[src/rtl/pc_branch_unit_pkg.sv]
// Shared constants and FSM state encoding for the program-counter stage.
package pc_branch_unit_pkg;

  localparam int          DEF_WIDTH        = 16;
  localparam int          DEF_INC          = 2;
  localparam logic [15:0] DEF_RESET_VECTOR = 16'h0000;

  typedef enum logic [1:0] {
    ST_BOOT   = 2'd0,
    ST_RUN    = 2'd1,
    ST_BUBBLE = 2'd2
  } state_t;

endpackage

[src/rtl/pc_adder.sv]
// WIDTH-bit ripple-carry adder; carry out is dropped so sums wrap modulo 2^WIDTH.
module pc_adder #(
  parameter int WIDTH = 16
) (
  input  logic [WIDTH-1:0] a,
  input  logic [WIDTH-1:0] b,
  output logic [WIDTH-1:0] sum
);

  logic carry;

  always_comb begin
    sum   = '0;
    carry = 1'b0;
    for (int i = 0; i < WIDTH; i++) begin
      sum[i] = a[i] ^ b[i] ^ carry;
      carry  = (a[i] & b[i]) | (carry & (a[i] ^ b[i]));
    end
  end

endmodule

[src/rtl/pc_branch_unit.sv]
// Program counter with branch/jump redirect and a one-slot bubble after reset
// and after every redirect; flush squashes the fetch/decode latch.
module pc_branch_unit
  import pc_branch_unit_pkg::*;
#(
  parameter int               WIDTH        = DEF_WIDTH,
  parameter logic [WIDTH-1:0] RESET_VECTOR = WIDTH'(DEF_RESET_VECTOR),
  parameter int               INC          = DEF_INC
) (
  input  logic             clk,
  input  logic             reset,
  input  logic             stall,
  input  logic             branch_taken,
  input  logic             jump,
  input  logic [WIDTH-1:0] offset,
  output logic [WIDTH-1:0] pc,
  output logic [WIDTH-1:0] pc_plus_inc,
  output logic             fetch_valid,
  output logic             flush,
  output logic             align_err
);

  state_t           state;
  logic             redirect;
  logic [WIDTH-1:0] inc_val;
  logic [WIDTH-1:0] target;

  assign inc_val  = WIDTH'(INC);
  assign redirect = branch_taken | jump;

  // Target is formed from pc+INC so both sums share the first adder.
  pc_adder #(.WIDTH(WIDTH)) u_inc_adder (
    .a   (pc),
    .b   (inc_val),
    .sum (pc_plus_inc)
  );

  pc_adder #(.WIDTH(WIDTH)) u_target_adder (
    .a   (pc_plus_inc),
    .b   (offset),
    .sum (target)
  );

  always_ff @(posedge clk or posedge reset) begin
    if (reset) begin
      state       <= ST_BOOT;
      pc          <= RESET_VECTOR;
      fetch_valid <= 1'b0;
      flush       <= 1'b0;
      align_err   <= 1'b0;
    end else begin
      case (state)
        ST_BOOT: begin
          state       <= ST_RUN;
          fetch_valid <= 1'b1;
          flush       <= 1'b0;
        end
        ST_RUN: begin
          // A redirect wins over stall: the resolving instruction must not be lost.
          if (redirect) begin
            pc          <= target;
            flush       <= 1'b1;
            fetch_valid <= 1'b0;
            state       <= ST_BUBBLE;
            if (offset[0]) align_err <= 1'b1;
          end else begin
            flush <= 1'b0;
            if (!stall) pc <= pc_plus_inc;
          end
        end
        ST_BUBBLE: begin
          // The squashed slot cannot redirect; pc holds so the target is fetched next.
          flush <= 1'b0;
          if (!stall) begin
            state       <= ST_RUN;
            fetch_valid <= 1'b1;
          end
        end
        default: begin
          state       <= ST_BOOT;
          fetch_valid <= 1'b0;
          flush       <= 1'b0;
        end
      endcase
    end
  end

endmodule

[config.mk]
export PLATFORM = sky130hd
export DESIGN_NAME = pc_branch_unit
export DESIGN_NICKNAME = d
export VERILOG_FILES = /design/src/rtl/pc_branch_unit_pkg.sv /design/src/rtl/pc_adder.sv /design/src/rtl/pc_branch_unit.sv
export SDC_FILE = /design/constraint.sdc
export NUM_CORES = 1
export LEC_CHECK = 0
export CAP_MARGIN = 15
export CORE_MARGIN = 2
export CORE_UTILIZATION = 40
export CTS_CLUSTER_SIZE = 10
export DETAILED_ROUTE_END_ITERATION = 12
export PLACE_DENSITY = 0.68
export SLEW_MARGIN = 15
export SYNTH_ARGS = -nofsm -noshare
export SYNTH_HDL_FRONTEND = slang
export SYNTH_HIERARCHICAL = 1
export SYNTH_SLANG_ARGS = --single-unit
[constraint.sdc]
create_clock -name clk -period 8.9 [get_ports clk]
set_input_delay 1.335 -clock clk [delete_from_list [all_inputs] [get_ports clk]]
set_output_delay 1.335 -clock clk [all_outputs]
set_load 0.03 [all_outputs]
Word level (Yosys, flattened, before mapping)
Index checks and enable logic that the tools add are counted.
{ "op_classes": {"eq_ne": 5, "reduce_logical": 5, "muxes": 10, "bitwise": 103} }
{ "op_table": {"columns": ["op", "count"], "rows": [
  ["$xor 1x1->1", 45],
  ["$and 1x1->1", 42],
  ["$mux 16", 2],
  ["$or 1x1->1", 15],
  ["$pmux 2 s3", 1],
  ["$reduce_and 2->1", 3],
  ["$mux 1", 4],
  ["$mux 2", 2],
  ["$ne 2x2->1 const B", 2],
  ["$pmux 1 s3", 1],
  ["$reduce_and 3->1", 1],
  ["$eq 2x1->1 const B", 1],
  ["$eq 2x2->1 const B", 1],
  ["$logic_not 2->1", 1],
  ["$ne 2x1->1 const B", 1],
  ["$not 1->1", 1]
]} }
{ "word_totals": {"ff_bits": 21, "elab_cells": 129} }

Longest topological paths before layout
{ "depth": {"ltp_word": 32, "mapped_depth": 23} }

By module
The synthesis kept the hierarchy.
{ "modules_own_cells": {"columns": ["module", "n_inst", "cells_per_inst", "seq_area_each_um2", "area_per_inst_um2"], "rows": [
  ["pc_branch_unit", 1, 66, 500.5, 1001.0],
  ["pc_adder", 2, 21, 0.0, 335.3]
]} }

Worst setup path before layout
OpenSTA, ideal clock, no wires.
{ "synth_timing": {"path_type": "reg-to-output", "start": "reg pc[1]", "end": "out pc_plus_inc[15]", "setup_slack_ns": 1.255, "n_path_buf": 0, "arrival_time_ns": 6.310, "t_required_ns": 7.565, "path_stages_with_launch": 18, "path_cell_list": "dfrtp_1 -> inv_1 -> fa_1 -> inv_1 -> fa_1 -> fa_1 -> fa_1 -> fa_1 -> fa_1 -> fa_1 -> fa_1 -> fa_1 -> fa_1 -> fa_1 -> fa_1 -> fa_1 -> fa_1 -> xor3_1"} }
{ "synth_via": {"elab_chain_cells": 14} }
{ "synth_lines": {"columns": ["item", "line_no", "rtl"], "rows": [
  ["from (decl)", "pc_branch_unit.sv:16", "output logic [WIDTH-1:0] pc,"],
  ["from (signal assigned)", "pc_branch_unit.sv:61", "pc <= target;"],
  ["from (signal assigned)", "pc_branch_unit.sv:68", "if (!stall) pc <= pc_plus_inc;"],
  ["$and 1x1->1 (13 in series)", "pc_adder.sv:17", "carry = (a[i] & b[i]) | (carry & (a[i] ^ b[i]));"],
  ["$xor 1x1->1", "pc_adder.sv:16", "sum[i] = a[i] ^ b[i] ^ carry;"],
  ["to (decl)", "pc_branch_unit.sv:17", "output logic [WIDTH-1:0] pc_plus_inc,"]
]} }
Every way passes these cells.

Worst setup path after layout
Ends and elaborated chain as after synthesis.

==> metrics.txt <==
Final Hold Vio Count 0; first-pass detailed-route iteration total 2; count of boundary I/O pins 56; WL met1 1360 um; endpoints failing setup 0; unique cell type count in the Yosys netlist 18; depth of the worst register-to-register path 20; critical path, cell by cell inv_1 -> fa_1 -> inv_1 -> fa_1 -> fa_1 -> fa_1 -> fa_1 -> fa_1 -> fa_1 -> fa_1 -> fa_1 -> fa_1 -> fa_1 -> fa_1 -> fa_1 -> fa_1 -> xor3_1 -> clkdlybuf4s50_1; dpl cells between 200 and 250; Yosys warning total 6; library cell contributing the largest single delay on the critical path sky130_fd_sc_hd__clkdlybuf4s50_1; standard cell core area 0.00400 sq mm; # fillers 318; wire length of the first global-routing pass 5340 um; area of the multi-input gates 0.00116 sq mm; buffers plus inverters on the worst setup path 3; wirelength, routed 3370 um; Max-Cap Viols 0; cts-stage hold buffer count 0; # nets final 231; sum of met2 wire segment lengths after detailed routing 1800 um; post-CTS setup buffer count 0; run status finished clean; Setup crit end pc_plus_inc[15]; number of global-route vias before repair 1,146; detailed-placement wirelength estimate 2670 um; CP delay by family, top adder cells; post-route insts no fill approximately 230; category of the most critical setup path flop to output pin; number of placement rows 23; Worst Hold Margin between 400 and 500 ps; beginning of the worst register-to-register path pc[1]; Tot GR Track Use 0.158; clock tree from TritonCTS built; Pins Over Slew Limit 0; sequential-to-total area share from yosys stat 0.299; Worst slew margin 0.446; delay of the slowest cell on the worst path 690 ps; sum of negative setup slack 0 ps; register bit count reported by yosys 20; detail-routed net length per standard cell 14.7 um; mean instance size in the synthesized netlist 15.5 sq um; placer congestion estimate about 0.73; pin slew with the least headroom to its limit 831 ps; buffer depth of the longest clock path 2; flop-to-flop setup slack ~1300 ps; post-synthesis instance total about 110; Critical Path Source pc[1]; number of antenna violations at the first check in global routing 0; unrepaired setup endpoints after global routing no; kind of start point of the critical path flop; drt first-iter violations 14; Detail Route Antenna Nets 0; die height ~70 um; met3 layer wire length in the routed design between 150 and 200 um; number of I/O port buffers between 50 and 60; most common cell after layout, fill and taps aside sky130_fd_sc_hd__clkdlybuf4s50_1; DRC violations left 0; timing-limited maximum frequency 117 MHz; growth of design area from synthesis to finish 42.7%; clock latency on the worst-skew pair between 200 and 300 ps; endpoint of the lowest-slack register-to-register path pc[15]; path class of the lowest-slack min-delay path flop to flop; Crit Path Max Fanout 3; maximum number of pins on one net before global-route repair 21; aggregate global routing overflow 0; CTS root buffer sky130_fd_sc_hd__clkbuf_8; post-route clock period utilization 0.960; count of H-tree levels built during CTS 1; CP Capture Type output pin; Mapped Area 0.00167 sq mm; library cell appearing most often on the critical path sky130_fd_sc_hd__fa_1; initial core utilization 0.418; fraction of layout cells with a size suffix above 1 0.212; arrival time at the worst endpoint 7210 ps; number of vias after detailed routing roughly 1,100; CTS buffer count 3; number of clock sinks 20; uppermost layer routed met4; required time of the critical path 7570 ps; Total Die Area 0.00471 sq mm; number of antenna repair diodes 0; number of cells on the critical path 18; overall die width 68.6 um; setup skew after layout roughly 6.7 ps; highest-count cells in the layout ignoring fill and taps sky130_fd_sc_hd__clkdlybuf4s50_1 (55), sky130_fd_sc_hd__fa_1 (28), sky130_fd_sc_hd__mux2_2 (22); crit path time final between 8000 and 9000 ps; clk slew on worst S/H paths 70 ps; number of instances resized during post-cts repair 0; Final Util 0.596; flip-flop and latch area 500 sq um; vias per inst 4.60
[through the flow]
| step | setup WS (ps) | area [sq um] |
|---|---|---|
| after floorplan | 1250 | 1720 |
| after global placement | 552 | 2310 |
| after detailed placement | 451 | 2310 |
| after CTS | 285 | 2390 |
| after global routing | 106 | 2390 |
| final | 357 | 2390 |
[registers in the layout, indices dropped and copies added, names as in the netlist]
register / cells
pc: 16
state: 2
flush: 1
align_err: 1
[synthesized netlist by cell type, drive strengths merged]
cell type,number,area [sq um]
o22ai,1,6.26
fa,28,561
a21o,1,7.51
inv,11,41.3
ha,2,25.0
nand2b,1,6.26
dfrtp,20,500
buf,2,22.5
mux2,32,398
nand2,1,3.75
nor2,2,15.0
conb,2,7.51
xor3,2,47.6
a21oi,2,21.3
o31a,1,8.76
[worst reg2reg max path, delay by kind of cell (launching register included)]
kind | cells | cell delay, ps
xor gates and xnor gates | 1 | 350
muxes | 2 | 520
buffers and inverters | 2 | 130
adders and majority gates | 15 | 6120
DFF | 1 | 360
[per-layer routing]
| metal | track usage | up-vias |
|---|---|---|
| met4 | 0.0450 | 0 |
| met2 | 0.281 | 28 |
| li1 | - | 481 |
| met1 | 0.198 | 543 |
| met5 | 0 | - |
| met3 | 0.0260 | 2 |
[worst min path at each step]
stage / from / to / slack, ps / cells after the start
CTS: align_err / align_err / 470 / 1
global route: align_err / align_err / 480 / 1
global placement: align_err / align_err / 460 / 1
detailed placement: align_err / align_err / 450 / 1
finish: align_err / align_err / 470 / 1
floorplan: state[1] / state[0] / 450 / 1
[kinds of logic (layout without fill, tap and decap cells)]
family	Yosys count	in the layout	share of synthesized area
mux	32	32	0.238
flops	20	20	0.299
simple gates	4	4	0.0150
xor+xnor	2	2	0.0284
compound gates	5	5	0.0262
fa+ha+maj	30	30	0.350
other cells	2	16	0.00449
buf+inv	13	70	0.0382
[cell type report]
type / count / area share
clock buffer: 3 / 0.0173
multi-input combinational: 89 / 0.486
sequential: 20 / 0.210
clock inverter: 1 / 0.0126
tap: 50 / 0.0262
inverter: 11 / 0.0173
timing repair buffer: 55 / 0.231
Power is left out: the tool's default activity adds up to more than one toggle a clock period on the data nets, which glitch-free logic cannot reach.
